`config.mk`:
```
export PLATFORM = sky130hd
export DESIGN_NAME = mem_bus_unit
export DESIGN_NICKNAME = d
export VERILOG_FILES = /design/src/rtl/mem_bus_pkg.sv /design/src/rtl/mem_bus_unit.sv
export SDC_FILE = /design/constraint.sdc
export NUM_CORES = 1
export LEC_CHECK = 0
export ABC_AREA = 0
export BUFFER_PORTS_ARGS = -buffer_cell sky130_fd_sc_hd__buf_2
export CAP_MARGIN = 20
export CORE_MARGIN = 10
export CORE_UTILIZATION = 54
export DETAILED_ROUTE_END_ITERATION = 16
export PLACE_DENSITY = 0.83
export SLEW_MARGIN = 5
export SYNTH_ARGS = -nofsm -noshare
export SYNTH_HDL_FRONTEND = slang
export SYNTH_SLANG_ARGS = --single-unit
export TNS_END_PERCENT = 1
```
`constraint.sdc`:
```
create_clock -name clk -period 3.9 [get_ports clk]
set_clock_uncertainty 0.15 [all_clocks]
set_input_delay 0.39 -clock clk [delete_from_list [all_inputs] [get_ports clk]]
set_output_delay 0.39 -clock clk [all_outputs]
set_load 0.02 [all_outputs]
```
`src/rtl/mem_bus_pkg.sv`:
```
// Shared definitions for the byte-wide memory bus unit: FSM states, bus
// direction encoding and the default idle address.
package mem_bus_pkg;

    typedef enum logic [1:0] {
        ST_IDLE = 2'd0,
        ST_LO   = 2'd1,
        ST_HI   = 2'd2,
        ST_RESP = 2'd3
    } state_e;

    // 6502 polarity on bus_rw
    localparam logic BUS_READ  = 1'b1;
    localparam logic BUS_WRITE = 1'b0;

    localparam logic [15:0] RESET_ADDR_DEFAULT = 16'hFFFC;

endpackage

```
`src/rtl/mem_bus_unit.sv`:
```
// Splits 8/16-bit core accesses into little-endian byte cycles on an 8-bit bus.
// Define BUS_WAIT_EN to add the bus_ready port and honour wait states.
module mem_bus_unit
    import mem_bus_pkg::*;
#(
    parameter logic [15:0] RESET_ADDR = RESET_ADDR_DEFAULT
) (
    input  logic        clk,
    input  logic        rst,
    input  logic        req_valid,
    output logic        req_ready,
    input  logic        req_we,
    input  logic        req_word,
    input  logic [15:0] req_addr,
    input  logic [15:0] req_wdata,
    output logic        rsp_valid,
    output logic [15:0] rsp_rdata,
    output logic [15:0] bus_addr,
    output logic        bus_en,
    output logic        bus_rw,
    output logic [7:0]  bus_dout,
`ifdef BUS_WAIT_EN
    input  logic        bus_ready,
`endif
    input  logic [7:0]  bus_din
);

    state_e      state_q, state_d;
    logic [15:0] addr_q, addr_d;
    logic        we_q, we_d;
    logic        word_q, word_d;
    logic [15:0] wdata_q, wdata_d;
    logic [15:0] rdata_q, rdata_d;

    logic        req_ready_q, req_ready_d;
    logic        rsp_valid_q, rsp_valid_d;
    logic [15:0] rsp_rdata_q, rsp_rdata_d;
    logic [15:0] bus_addr_q, bus_addr_d;
    logic        bus_en_q, bus_en_d;
    logic        bus_rw_q, bus_rw_d;
    logic [7:0]  bus_dout_q, bus_dout_d;

    logic        bus_done;

`ifdef BUS_WAIT_EN
    assign bus_done = bus_ready;
`else
    assign bus_done = 1'b1;
`endif

    always_ff @(posedge clk or posedge rst) begin
        if (rst) begin
            state_q     <= ST_IDLE;
            addr_q      <= '0;
            we_q        <= 1'b0;
            word_q      <= 1'b0;
            wdata_q     <= '0;
            rdata_q     <= '0;
            req_ready_q <= 1'b1;
            rsp_valid_q <= 1'b0;
            rsp_rdata_q <= '0;
            bus_addr_q  <= RESET_ADDR;
            bus_en_q    <= 1'b0;
            bus_rw_q    <= BUS_READ;
            bus_dout_q  <= '0;
        end else begin
            state_q     <= state_d;
            addr_q      <= addr_d;
            we_q        <= we_d;
            word_q      <= word_d;
            wdata_q     <= wdata_d;
            rdata_q     <= rdata_d;
            req_ready_q <= req_ready_d;
            rsp_valid_q <= rsp_valid_d;
            rsp_rdata_q <= rsp_rdata_d;
            bus_addr_q  <= bus_addr_d;
            bus_en_q    <= bus_en_d;
            bus_rw_q    <= bus_rw_d;
            bus_dout_q  <= bus_dout_d;
        end
    end

    // Next state plus capture of the request and of returned read bytes.
    always_comb begin
        state_d = state_q;
        addr_d  = addr_q;
        we_d    = we_q;
        word_d  = word_q;
        wdata_d = wdata_q;
        rdata_d = rdata_q;
        case (state_q)
            ST_IDLE: begin
                if (req_valid) begin
                    state_d = ST_LO;
                    addr_d  = req_addr;
                    we_d    = req_we;
                    word_d  = req_word;
                    wdata_d = req_wdata;
                    rdata_d = '0;
                end
            end
            ST_LO: begin
                if (bus_done) begin
                    state_d = word_q ? ST_HI : ST_RESP;
                    if (!we_q) rdata_d = {8'h00, bus_din};
                end
            end
            ST_HI: begin
                if (bus_done) begin
                    state_d = ST_RESP;
                    if (!we_q) rdata_d = {bus_din, rdata_q[7:0]};
                end
            end
            default: state_d = ST_IDLE;
        endcase
    end

    // Outputs are decoded from the upcoming state so every port comes from a flop.
    always_comb begin
        req_ready_d = 1'b0;
        rsp_valid_d = 1'b0;
        rsp_rdata_d = '0;
        bus_addr_d  = RESET_ADDR;
        bus_en_d    = 1'b0;
        bus_rw_d    = BUS_READ;
        bus_dout_d  = '0;
        case (state_d)
            ST_IDLE: req_ready_d = 1'b1;
            ST_LO: begin
                bus_en_d   = 1'b1;
                bus_rw_d   = we_d ? BUS_WRITE : BUS_READ;
                bus_addr_d = addr_d;
                bus_dout_d = wdata_d[7:0];
            end
            ST_HI: begin
                bus_en_d   = 1'b1;
                bus_rw_d   = we_d ? BUS_WRITE : BUS_READ;
                bus_addr_d = addr_d + 16'd1;
                bus_dout_d = wdata_d[15:8];
            end
            default: begin
                rsp_valid_d = 1'b1;
                rsp_rdata_d = rdata_d;
            end
        endcase
    end

    assign req_ready = req_ready_q;
    assign rsp_valid = rsp_valid_q;
    assign rsp_rdata = rsp_rdata_q;
    assign bus_addr  = bus_addr_q;
    assign bus_en    = bus_en_q;
    assign bus_rw    = bus_rw_q;
    assign bus_dout  = bus_dout_q;

endmodule

```
**After elaboration in Yosys (flattened, before gate mapping)**

Index checks and enable logic that the tools add are counted.

- Add/sub/neg operators: 1
- Eq/ne operators: 4
- Mux-type cells: 21
- Reductions and logical operators: 5

Operators by type and width:

| cell | count |
|---|---|
| $mux W16 | 8 |
| $pmux W16 S3 | 1 |
| $pmux W16 S2 | 1 |
| $add A16 B1 Y16 const B | 1 |
| $pmux W8 S2 | 1 |
| $mux W1 | 8 |
| $pmux W2 S3 | 1 |
| $eq A2 B1 Y1 const B | 2 |
| $eq A2 B2 Y1 const B | 2 |
| $logic_not A2 Y1 | 2 |
| $reduce_or A3 Y1 | 1 |
| $mux W2 | 1 |
| $reduce_and A2 Y1 | 1 |
| $reduce_or A2 Y1 | 1 |

- Register bits: 96
- Bits of input ports: 45
- Output and inout bits: 44
- Logic and storage cells: 44

**Longest topological paths before layout**

Gate-level depths: netlist of run 1.

- Depth after elaboration: 5
- Depth in mapped cells: 16
- Depth with buffers taken out: 10

**Worst setup path after synthesis of run 1**

Ideal clock, no wire load.

- Kind: reg2reg
- From: register state_q[0]
- To: register bus_addr_q[8], in the netlist bus_addr[8]
- Setup time: 0.091 ns
- Arrival time: 2.868 ns
- Required time: 3.659 ns
- Setup slack: 0.791 ns
- Stages on the path, launching flop included: 17
- Buffers on the path: 6
- Period minus slack after synthesis: 3.109 ns
- Path through: dfrtp_1 inv_1 ha_1 buf_4 and2_4 buf_6 buf_12 buf_6 buf_2 mux2_2 ha_1 nand4_1 o21ai_2 and3_1 clkbuf_2 and3_1 o31ai_1

- Longest elaborated chain between the ends: 4
- Elaborated cells between the ends (all ways): 10
- Classes of those cells: add/sub (1); eq/ne (4); mux (4); reduce/logical (1)

Ends and longest elaborated chain:

| item | line | text |
|---|---|---|
| start: declaration | mem_bus_unit.sv:28 | `state_e state_q, state_d;` |
| start signal: assignment | mem_bus_unit.sv:67 | `state_q <= state_d;` |
| $logic_not A2 Y1 | mem_bus_unit.sv:91 | `case (state_q)` |
| $mux W16 | mem_bus_unit.sv:91 |  |
| named net addr_d[1] | mem_bus_unit.sv:29 | `logic [15:0] addr_q, addr_d;` |
| $add A16 B1 Y16 | mem_bus_unit.sv:138 | `bus_addr_d = addr_d + 16'd1;` |
| $pmux W16 S2 | mem_bus_unit.sv:127 | `case (state_d)` |
| named net bus_addr_d[8] | mem_bus_unit.sv:38 | `logic [15:0] bus_addr_q, bus_addr_d;` |
| end signal: assignment | mem_bus_unit.sv:76 | `bus_addr_q <= bus_addr_d;` |
| end: declaration | mem_bus_unit.sv:38 |  |

The timed path passes the listed nets, and every way through them passes these cells.
A chain may end at the register's enable or synchronous reset.

**Worst setup path in the final report of run 1**

- From: register state_q[0]
- To: register bus_addr_q[15], in the netlist bus_addr[15]

- Longest elaborated chain between the ends: 4
- Elaborated cells between the ends (all ways): 10
- Classes of those cells: add/sub (1); eq/ne (4); mux (4); reduce/logical (1)

Ends and longest elaborated chain:

| item | line |
|---|---|
| $logic_not A2 Y1 (tied with other cells) | mem_bus_unit.sv:91 |
| $mux W16 / $pmux W2 S3 (equally long branches) | mem_bus_unit.sv:91 |
| $add A16 B1 Y16 (tied with other cells) | mem_bus_unit.sv:138 |
| $pmux W16 S2 (*) | mem_bus_unit.sv:127 |
| named net bus_addr_d[15] | mem_bus_unit.sv:38 |

Mark *: on every way through the listed nets, which the timed path passes. The rest lies on a longest branch.

==> impl_results.md, run 1 <==
- Final WL: 9.467 mm
- Share of the synthesized area in the top cell type: 48.44%
- Mapped cell area: 0.004133 mm2
- Post-CTS resize count: 0
- Post-route minimum period: 3.092 ns
- Fmax: 323.4 MHz
- CTS tree: done
- CP startpoint kind: flip-flop
- Slew headroom: 38.22%
- Clock latency on the worst-skew pair: 0.37 ns
- YS warnings: 0
- Inst Count DP: 500
- Vias/cell: 5.638
- Worst setup margin: 0.8076 ns
- Failing checks: negative hold slack
- Row count: 31
- Sequential share of the synthesized area: 58.61%
- Nets: 466
- Fillers: 547
- Global-route usage over all layers: 16.76%
- CTS H-tree depth: 3
- Dpl ws: 0.8461 ns
- Count leader, synth: dfrtp_1
- Worst-Margin Slew: 0.9266 ns
- Global-route wire length before repair: 15.37 mm
- Number of flops mapped to enable cells by yosys: 0
- Critical-path top delay cell: ha_1
- Core area: 0.007331 mm2
- Yosys cell types: 48
- Seq cells post-synth: 96
- Crit path max fanout: 16
- CP peak stage delay: 0.57 ns
- Power Density: 989.0 mW/mm2
- Sink Count: 96
- Initial core utilization: 56.37%
- Final count of pins violating max slew: 0
- Crit Path Category: reg2reg
- Layout cells sized above 1: 38.85%
- Layout area overhead: 16.08%
- Status: complete, but fails checks
- Clock buffer depth: 2
- Io pins: 89
- Dpl hpwl: 6.683 mm
- Routability cong.: 0.8880
- Vias in the first global route: 3085
- Crit-path cells: inv_1 -> ha_1 -> o21ai_0 -> a21o_1 -> ha_1 -> inv_1 -> or3b_1 -> nor4_2 -> a311o_1
- Crit share post-route: 79.29%
- Iter 0 DRT Violations: 176
- Max cap viols: 0
- Global route overflow: 0
- Leading area contributor after synthesis: dfrtp_1
- Worst path arrival time: 3.26 ns
- DIE AREA: 0.01155 mm2
- Syn avg cell area: 12.45 um2
- Worst Hold Class: in2async
- Top_reg_cell synth: dfrtp_1
- Largest net degree at the start of global routing: 47
- Worst-path clk slew: 0.10 ns
- Register area: 0.002422 mm2
- Cts hold-fix bufs: 0
- Routed wire length per instance: 18.31 um
- Root buffer cell: clkbuf_8
- Req. time, crit path: 4.07 ns
- Largest cells by area after synthesis: dfrtp_1 48%, dfstp_2 10%, mux2_2 7.1%, a22o_1 4.9%, ha_1 2.7%
- Peak VDD IR: 0.0005381 V
- ANT nets after route: 0
- Fraction of registers with async set/reset: 100.0%
- Synth top cells by count: 80 x dfrtp_1, 26 x mux2_2, 23 x a22o_1
- Unrepaired setup endpoints after global routing: false
- Initial antenna violation count: 0
- Area of the multi-input gates: 0.001531 mm2
- Drt pass-1 iters: 5
- Cells after Synth: 332
- Leak pwr: 2.324 nW
- Die width: 107.5 um
- Hold_ws: -0.03036 ns
- Port Buffer Count: 88
- Final routed DRC violation total: 0
- Final non-filler cell total: 517
- CTS Buf Count: 9
- TNS Setup: 0 ns
- Final setup fails: 0
- Setup Buffers After CTS: 0
- Die Y: 107.5 um
- Post-synth net total: 386
- DR vias: 2915
- Worst setup EP type: flip-flop
- Final Hold Vio Count: 36
==> flip-flops by register name, summed over array words and instances, names as in the netlist <==
| register | count |
|---|---|
| bus_rw | 1 |
| bus_dout | 8 |
| rsp_rdata | 16 |
| we_q | 1 |
| req_ready | 1 |
| bus_en | 1 |
| rsp_valid | 1 |
| state_q | 2 |
| bus_addr | 16 |
| wdata_q | 16 |
| rdata_q | 16 |
| word_q | 1 |
| addr_q | 16 |
==> stage by stage <==
| stage | instance area, um2 | utilization (%) | total power, mW | hold WS (ns) |
|---|---|---|---|---|
| floorplan | 4133 | - | 3.464 | 0.3081 |
| global placement | 4583 | 62.52 | 3.956 | 0.3268 |
| detailed placement | 4583 | 62.52 | 4.037 | 0.3289 |
| CTS | 4795 | 65.40 | 4.742 | 0.0002940 |
| global route | 4795 | 65.40 | 5.092 | 0.02039 |
| finish | 4797 | 65.44 | 4.744 | -0.03036 |
==> power by group <==
part           internal [mW]  switching, mW
logic                  0.882           1.50
registers               1.51          0.161
clock network          0.311          0.384
==> cells by family (layout without fill, tap and decap cells) <==
group	count (synthesis)	in the layout	share of synthesized area, %
other	0	1	0
buffers and inverters	33	118	4.329
and+or+nand+nor	77	77	10.51
xor gates and xnor gates	2	2	0.4239
adders and majority gates	9	9	2.725
muxes	33	33	9.385
DFF	96	96	58.61
AOI/OAI and AO/OA	82	82	14.02
==> worst paths after layout <==
kind | from | end | slack, ns | cells past startpoint
min reg2reg | rdata_q[9]$_DFF_PP0_ | rdata_q[9]$_DFF_PP0_ | 0.35 | 1
min in group clk | req_wdata[4] | wdata_q[4]$_DFF_PP0_ | 0.11 | 2
max in group asynchronous | rst | bus_rw$_DFF_PP1_ | 2.70 | 3
max | state_q[0]$_DFF_PP0_ | bus_addr[15]$_DFF_PP1_ | 0.81 | 9
max reg2reg | state_q[0]$_DFF_PP0_ | bus_addr[15]$_DFF_PP1_ | 0.81 | 9
min | rst | wdata_q[9]$_DFF_PP0_ | -0.03 | 2
==> worst max-delay path: cells and delay by family (launching register included) <==
| kind | cells | cell delay [ns] |
|---|---|---|
| adder cells (fa/ha/maj) | 2 | 0.91 |
| AND/OR/NAND/NOR | 2 | 0.62 |
| buffers and inverters | 2 | 0.49 |
| AO/OA/AOI/OAI | 3 | 0.46 |
| flip-flops | 1 | 0.41 |
==> routing by layer <==
| layer | part of all wire (%) | vias to the layer above | GRT usage [%] |
|---|---|---|---|
| met3 | 7.0 | 22 | 5.030 |
| met2 | 50 | 115 | 27.58 |
| met5 | 0 | - | 0 |
| met4 | 1.3 | 0 | 5.248 |
| li1 | - | 1353 | - |
| met1 | 42 | 1425 | 20.67 |
==> layout by cell type (no fill, tap or decap), drive strengths merged, types with 12 or more instances in the layout <==
cell / n
mux2: 31
dfstp: 16
a21oi: 19
nand2: 16
o21ai: 12
buf: 91
a22o: 23
dfrtp: 80
inv: 13
and2: 18
nor2: 13
==> layout make-up <==
cell class / count / share of cell area (%)
multi-input cells: 203 / 31.92
flip-flops and latches: 96 / 50.50
clock buffers: 9 / 2.582
inverters: 11 / 0.8868
diodes: 1 / 0.05216
repair buffers: 91 / 9.650
clock inverters: 7 / 1.826
well taps: 99 / 2.582
(Power assumes the default switching activity.)
==> inputs of run 2 (changes only) <==
==> constraint.sdc (replaced) <==
create_clock -name clk -period 3 [get_ports clk]
set_clock_uncertainty 0.15 [all_clocks]
set_input_delay 0.3 -clock clk [delete_from_list [all_inputs] [get_ports clk]]
set_output_delay 0.3 -clock clk [all_outputs]
set_load 0.02 [all_outputs]
==> run 2 against run 1 <==
Effect of this change:
- clock power up 22%
- first-iteration DRC count down 39%
- critical endpoint is now bus_addr[8]$_DFF_PP1_
- utilization up 0.65 points
- the flow now finishes without violations
- critical path type unchanged
- register-to-register slack worse by 0.55 ns
- die area unchanged
- worst setup slack worse by 0.55 ns
- critical path depth up 1
- global-route usage up 0.38 points
- cell count up 0.97%
- combinational power up 34%
- count of clock-buffer cells in the layout up 2
- largest power group unchanged
==> impl_results.md, run 2 (synthesis gave the netlist of run 1 again) <==
- Final WL: 9.722 mm
- CTS H-tree depth: 3
- Global-route wire length before repair: 15.79 mm
- Area of the multi-input gates: 0.001534 mm2
- Layout cells sized above 1: 39.48%
- Commonest non-fill, non-tap cells in the layout: 88 x buf_2, 80 x dfrtp_1, 26 x mux2_2
- Routed wire length per instance: 18.62 um
- Vias/cell: 5.699
- Status: complete, no violations
- CTS tree: done
- R2R setup slack: 0.26 ns
- Combinational power share: 51.3%
- Sink Count: 96
- Worst r2r path cells: 10
- Crit Path Category: reg2reg
- Register area: 0.002422 mm2
- Iter 0 DRT Violations: 108
- Port Buffer Count: 88
- Final routed DRC violation total: 0
- Slew headroom: 56.95%
- Io pins: 89
- RR Endpoint: bus_addr[8]$_DFF_PP1_
- Peak VDD IR: 0.0007844 V
- Unrepaired setup endpoints after global routing: false
- Crit path max fanout: 17
- Power Density: 1279 mW/mm2
- Worst path arrival time: 2.86 ns
- Final setup fails: 0
- Row count: 31
- Worst setup EP type: flip-flop
- TNS Setup: 0 ns
- Final count of pins violating max slew: 0
- # diodes: 0
- CTS Buf Count: 9
- DIE AREA: 0.01155 mm2
- Fmax: 365.1 MHz
- Global route overflow: 0
- Worst-path clk slew: 0.09 ns
- Worst Hold Launch: req_word
- Core area: 0.007331 mm2
- Crit share post-route: 91.31%
- Leak pwr: 2.340 nW
- Req. time, crit path: 3.12 ns
- Clock buffer depth: 2
- Largest net degree at the start of global routing: 40
- Worst-Margin Slew: 0.6450 ns
- Routability cong.: 0.8688
- Nets: 472
- ANT nets after route: 0
- Net Sw Power: 2.601 mW
- Die Y: 107.5 um
- Dpl hpwl: 7.023 mm
- Drt pass-1 iters: 4
- Hold endpoint: word_q$_DFFE_PP0P_
- Root buffer cell: clkbuf_8
- Max cap viols: 0
- Die width: 107.5 um
- Post-route minimum period: 2.739 ns
- Reg2reg start: state_q[0]$_DFF_PP0_
- Post-CTS resize count: 0
- Hold Path Stages: 3
- Fillers: 535
- Final Hold Vio Count: 0
- Worst setup margin: 0.2607 ns
- Initial antenna violation count: 0
- Internal: 3.597 mW
- Commonest non-fill, non-tap cell in the layout: buf_2
- Switching Share: 41.97%
- Worst Hold Class: in2reg
- DR vias: 2975
- Global-route usage over all layers: 17.14%
- Flop pwr share: 35.1%
- Layout area overhead: 17.23%
- Vias in the first global route: 3126
- Clock latency on the worst-skew pair: 0.36 ns
- CP startpoint kind: flip-flop
- Dpl ws: 0.2841 ns
- Initial core utilization: 56.37%
- Clk network pwr share: 13.6%
run 2: cell count changes in the layout (fill, tap and decap cells not counted):
| cell | delta |
|---|---|
| buf_4 | +4 |
| clkinv_2 | +1 |
| clkinv_4 | -3 |
| diode_2 | -1 |
| buf_12 | +1 |
| dlygate4sd3_1 | +1 |
| clkinvlp_4 | +3 |
| ha_1 | -1 |
| clkbuf_8 | +1 |
| ha_2 | +1 |
| inv_8 | -2 |
| inv_6 | -1 |
| clkbuf_1 | +1 |
run 2: how the worst max path moves through the flow:
stage	startpoint	end	slack, ns	cells after the start
detailed placement	state_q[0]$_DFF_PP0_	bus_addr[8]$_DFF_PP1_	0.28	10
finish	state_q[0]$_DFF_PP0_	bus_addr[8]$_DFF_PP1_	0.26	10
floorplan	state_q[0]$_DFF_PP0_	bus_addr[8]$_DFF_PP1_	0.01	16
CTS	state_q[0]$_DFF_PP0_	bus_addr[8]$_DFF_PP1_	0.26	10
global placement	state_q[0]$_DFF_PP0_	bus_addr[8]$_DFF_PP1_	0.43	10
global route	state_q[0]$_DFF_PP0_	bus_addr[8]$_DFF_PP1_	0.09	10
run 2: metrics by stage:
stage                     std cells  total power [mW]  hold slack [ns]  cell area [um2]  util, %
after floorplan                 332             4.515           0.2668             4145        -
after global placement          505             5.260           0.2547             4636    63.24
after detailed placement        505             5.371           0.2594             4636    63.24
after CTS                       522             6.236          0.01634             4845    66.09
after global routing            522             6.666          0.01829             4845    66.09
final                           522             6.198          0.02679             4845    66.09
run 2: what timing repair did:
item	CTS	global route
hold buffers	1	0
setup buffers	0	0
hold endpoints to repair	33	0
run 2: routing by layer:
layer / GRT usage [%] / part of all wire, %
met1: 20.41 / 39
met3: 6.826 / 8.2
met2: 28.36 / 51
met5: 0 / 0
met4: 4.198 / 1.2
run 2: layout make-up:
| type | count | area share, % |
|---|---|---|
| Clock buffer | 11 | 2.918 |
| Sequential cell | 96 | 50.00 |
| Multi-Input combinational cell | 203 | 31.66 |
| Inverter | 11 | 0.8781 |
| Timing Repair Buffer | 97 | 10.80 |
| Clock inverter | 5 | 1.188 |
| Tap cell | 99 | 2.557 |
run 2: worst max-delay path: stages (launching register included):
cell and delay (ns):
dfrtp_1 0.42, inv_1 0.10, ha_1 0.18, and2_4 0.30, mux2_2 0.40, ha_2 0.19
nand4_1 0.10, o21ai_2 0.09, and3_1 0.27, and3_1 0.21, o31ai_1 0.24
run 2: power groups by stage:
stage | combinational (mW) | sequential, mW | clock (mW)
3_3_place_gp | 3.09 | 2.17 | 0
6_report | 3.18 | 2.18 | 0.845
2_1_floorplan | 2.13 | 2.38 | 0
3_5_place_dp | 3.17 | 2.20 | 0
5_1_grt | 3.52 | 2.23 | 0.915
4_1_cts | 3.20 | 2.18 | 0.861
==> inputs of run 3 (changes only) <==
--- a/config.mk
+++ b/config.mk
@@ -10,8 +10,10 @@
 export CAP_MARGIN = 20
 export CORE_MARGIN = 10
 export CORE_UTILIZATION = 54
+export CTS_CLUSTER_DIAMETER = 40
 export DETAILED_ROUTE_END_ITERATION = 16
-export PLACE_DENSITY = 0.83
+export PLACE_DENSITY = 0.81
+export RECOVER_POWER = 25
 export SLEW_MARGIN = 5
 export SYNTH_ARGS = -nofsm -noshare
 export SYNTH_HDL_FRONTEND = slang
==> run 3 against run 2 <==
Effect of this change:
- the run now ends with max-capacitance violations, max-slew violations left
- cell count decreased by 0.19%
- routed wire length shrank 1.9%
- critical path depth stayed put
- critical endpoint unchanged
==> impl_results.md, run 3 (synthesis gave the netlist of run 1 again) <==
- Final setup fails: 0
- ANT nets after route: 0
- Hold endpoint: word_q$_DFFE_PP0P_
- Nets: 471
- Worst Hold Launch: req_word
- Req. time, crit path: 3.12 ns
- Reg2reg start: state_q[0]$_DFF_PP0_
- DR vias: 2952
- Max cap viols: 1
- Power Density: 1270 mW/mm2
- Net Sw Power: 2.587 mW
- Flop pwr share: 35.8%
- Row count: 31
- Commonest non-fill, non-tap cell in the layout: dfrtp_1
- Worst-Margin Slew: 1.875 ns
- TNS Setup: 0 ns
- Clock buffer depth: 2
- Routability cong.: 0.8284
- Overall power: 6.075 mW
- Worst path arrival time: 2.85 ns
- Die Y: 107.5 um
- Clock latency on the worst-skew pair: 0.35 ns
- CTS tree: done
- Vias/cell: 5.666
- Inst Count DP: 504
- Combinational power share: 51.6%
- Worst r2r path cells: 10
- Sink Count: 96
- Port Buffer Count: 88
- Clk network pwr share: 12.6%
- Worst Path Buf+Inv: 1
- Worst Hold Class: in2reg
- Iter 0 DRT Violations: 189
- Root buffer cell: clkbuf_8
- Global-route usage over all layers: 16.84%
- Unrepaired setup endpoints after global routing: false
- Crit share post-route: 91.21%
- Die width: 107.5 um
- Vias in the first global route: 3218
- Commonest non-fill, non-tap cells in the layout: 80 x dfrtp_1, 60 x buf_2, 28 x clkbuf_1
- Status: complete, but fails checks
- CP most frequent cell: and3_1
- Leak pwr: 2.224 nW
- Final routed DRC violation total: 0
- CTS H-tree depth: 3
- Peak VDD IR: 0.0007869 V
- Routed wire length per instance: 18.31 um
- Final WL: 9.538 mm
- Global route overflow: 0
- Dpl hpwl: 6.719 mm
- Io pins: 89
- Final count of pins violating max slew: 51
- CP startpoint kind: flip-flop
- Slew headroom: -25.11%
- RR Endpoint: bus_addr[8]$_DFF_PP1_
- Crit-path cells: inv_1 -> ha_1 -> and2_4 -> mux2_2 -> ha_2 -> nand4_1 -> o21ai_2 -> and3_1 -> and3_1 -> o31ai_1
- Crit Path Category: reg2reg
- Cell family with most CP delay: simple AND/OR/NAND/NOR gates
- Final Hold Vio Count: 0
- Post-route minimum period: 2.736 ns
- Hold Path Stages: 3
- CP peak stage delay: 0.42 ns
- Initial core utilization: 56.37%
- Global-route wire length before repair: 15.66 mm
- Worst-path clk slew: 0.09 ns
- Layout area overhead: 15.77%
- Switching Share: 42.58%
- Initial antenna violation count: 0
- Fmax: 365.5 MHz
- Layout cells sized above 1: 32.70%
- Worst setup EP type: flip-flop
- Crit path max fanout: 17
- Final non-filler cell total: 521
- Core area: 0.007331 mm2
- Drt pass-1 iters: 4
- Failing checks: max-capacitance violations, max-slew violations
- Internal: 3.488 mW
- Critical-path top delay cell: dfrtp_1
- Largest net degree at the start of global routing: 52
- DIE AREA: 0.01155 mm2
- CTS Buf Count: 9
- R2R setup slack: 0.26 ns
- Hold_ws: 0.04779 ns
- # diodes: 0
run 3: metal layers:
layer | share of wire, % | wire, um | vias up | GRT usage (%)
met1 | 41 | 3892 | 1464 | 19.66
met3 | 7.2 | 690 | 15 | 4.671
met5 | 0 | 0 | - | 0
met2 | 50 | 4782 | 116 | 28.36
li1 | - | - | 1357 | -
met4 | 1.8 | 172 | 0 | 7.252
run 3: worst reg2reg max path, stage by stage, from the launching register on:
cell,delay [ns]
dfrtp_1,0.42
inv_1,0.09
ha_1,0.18
and2_4,0.30
mux2_2,0.40
ha_2,0.19
nand4_1,0.10
o21ai_2,0.09
and3_1,0.28
and3_1,0.21
o31ai_1,0.24
run 3: power by group through the flow:
stage               Sequential, mW  Combinational [mW]  Clock (mW)
global route                  2.23                3.44       0.857
finish                        2.17                3.13       0.768
detailed placement            2.19                3.14           0
floorplan                     2.38                2.13           0
global placement              2.17                3.06           0
CTS                           2.17                3.16       0.788
run 3: final cells by class:
cell class | instances | area (um2)
Fill cell | 566 | 2546
Inverter | 11 | 41.29
Timing Repair Buffer | 96 | 480.5
Tap cell | 99 | 123.9
Clock inverter | 5 | 31.28
Clock buffer | 11 | 151.4
Sequential cell | 96 | 2422
Multi-Input combinational cell | 203 | 1534
run 3: worst max path at each step:
stage                                    start                    end  slack, ns  cells past startpoint
after floorplan           state_q[0]$_DFF_PP0_  bus_addr[8]$_DFF_PP1_       0.01                     16
after global placement    state_q[0]$_DFF_PP0_  bus_addr[8]$_DFF_PP1_       0.40                     10
after detailed placement  state_q[0]$_DFF_PP0_  bus_addr[8]$_DFF_PP1_       0.30                     10
after CTS                 state_q[0]$_DFF_PP0_  bus_addr[8]$_DFF_PP1_       0.28                     10
after global routing      state_q[0]$_DFF_PP0_  bus_addr[8]$_DFF_PP1_       0.12                     10
final                     state_q[0]$_DFF_PP0_  bus_addr[8]$_DFF_PP1_       0.26                     10
run 3: timing repair:
item | 4_1_cts | 5_1_grt
hold buffers | 1 | 0
endpoints found under the hold margin | 41 | 0
setup buffers | 0 | 0
resized for setup | 0 | 0
run 3: metrics by stage:
stage               setup WS (ns)  area [um2]  utilization, %
floorplan                 0.01384        4145               -
global placement           0.4023        4628           63.13
detailed placement         0.3015        4628           63.13
CTS                        0.2849        4821           65.76
global route               0.1247        4785           65.27
finish                     0.2638        4785           65.27
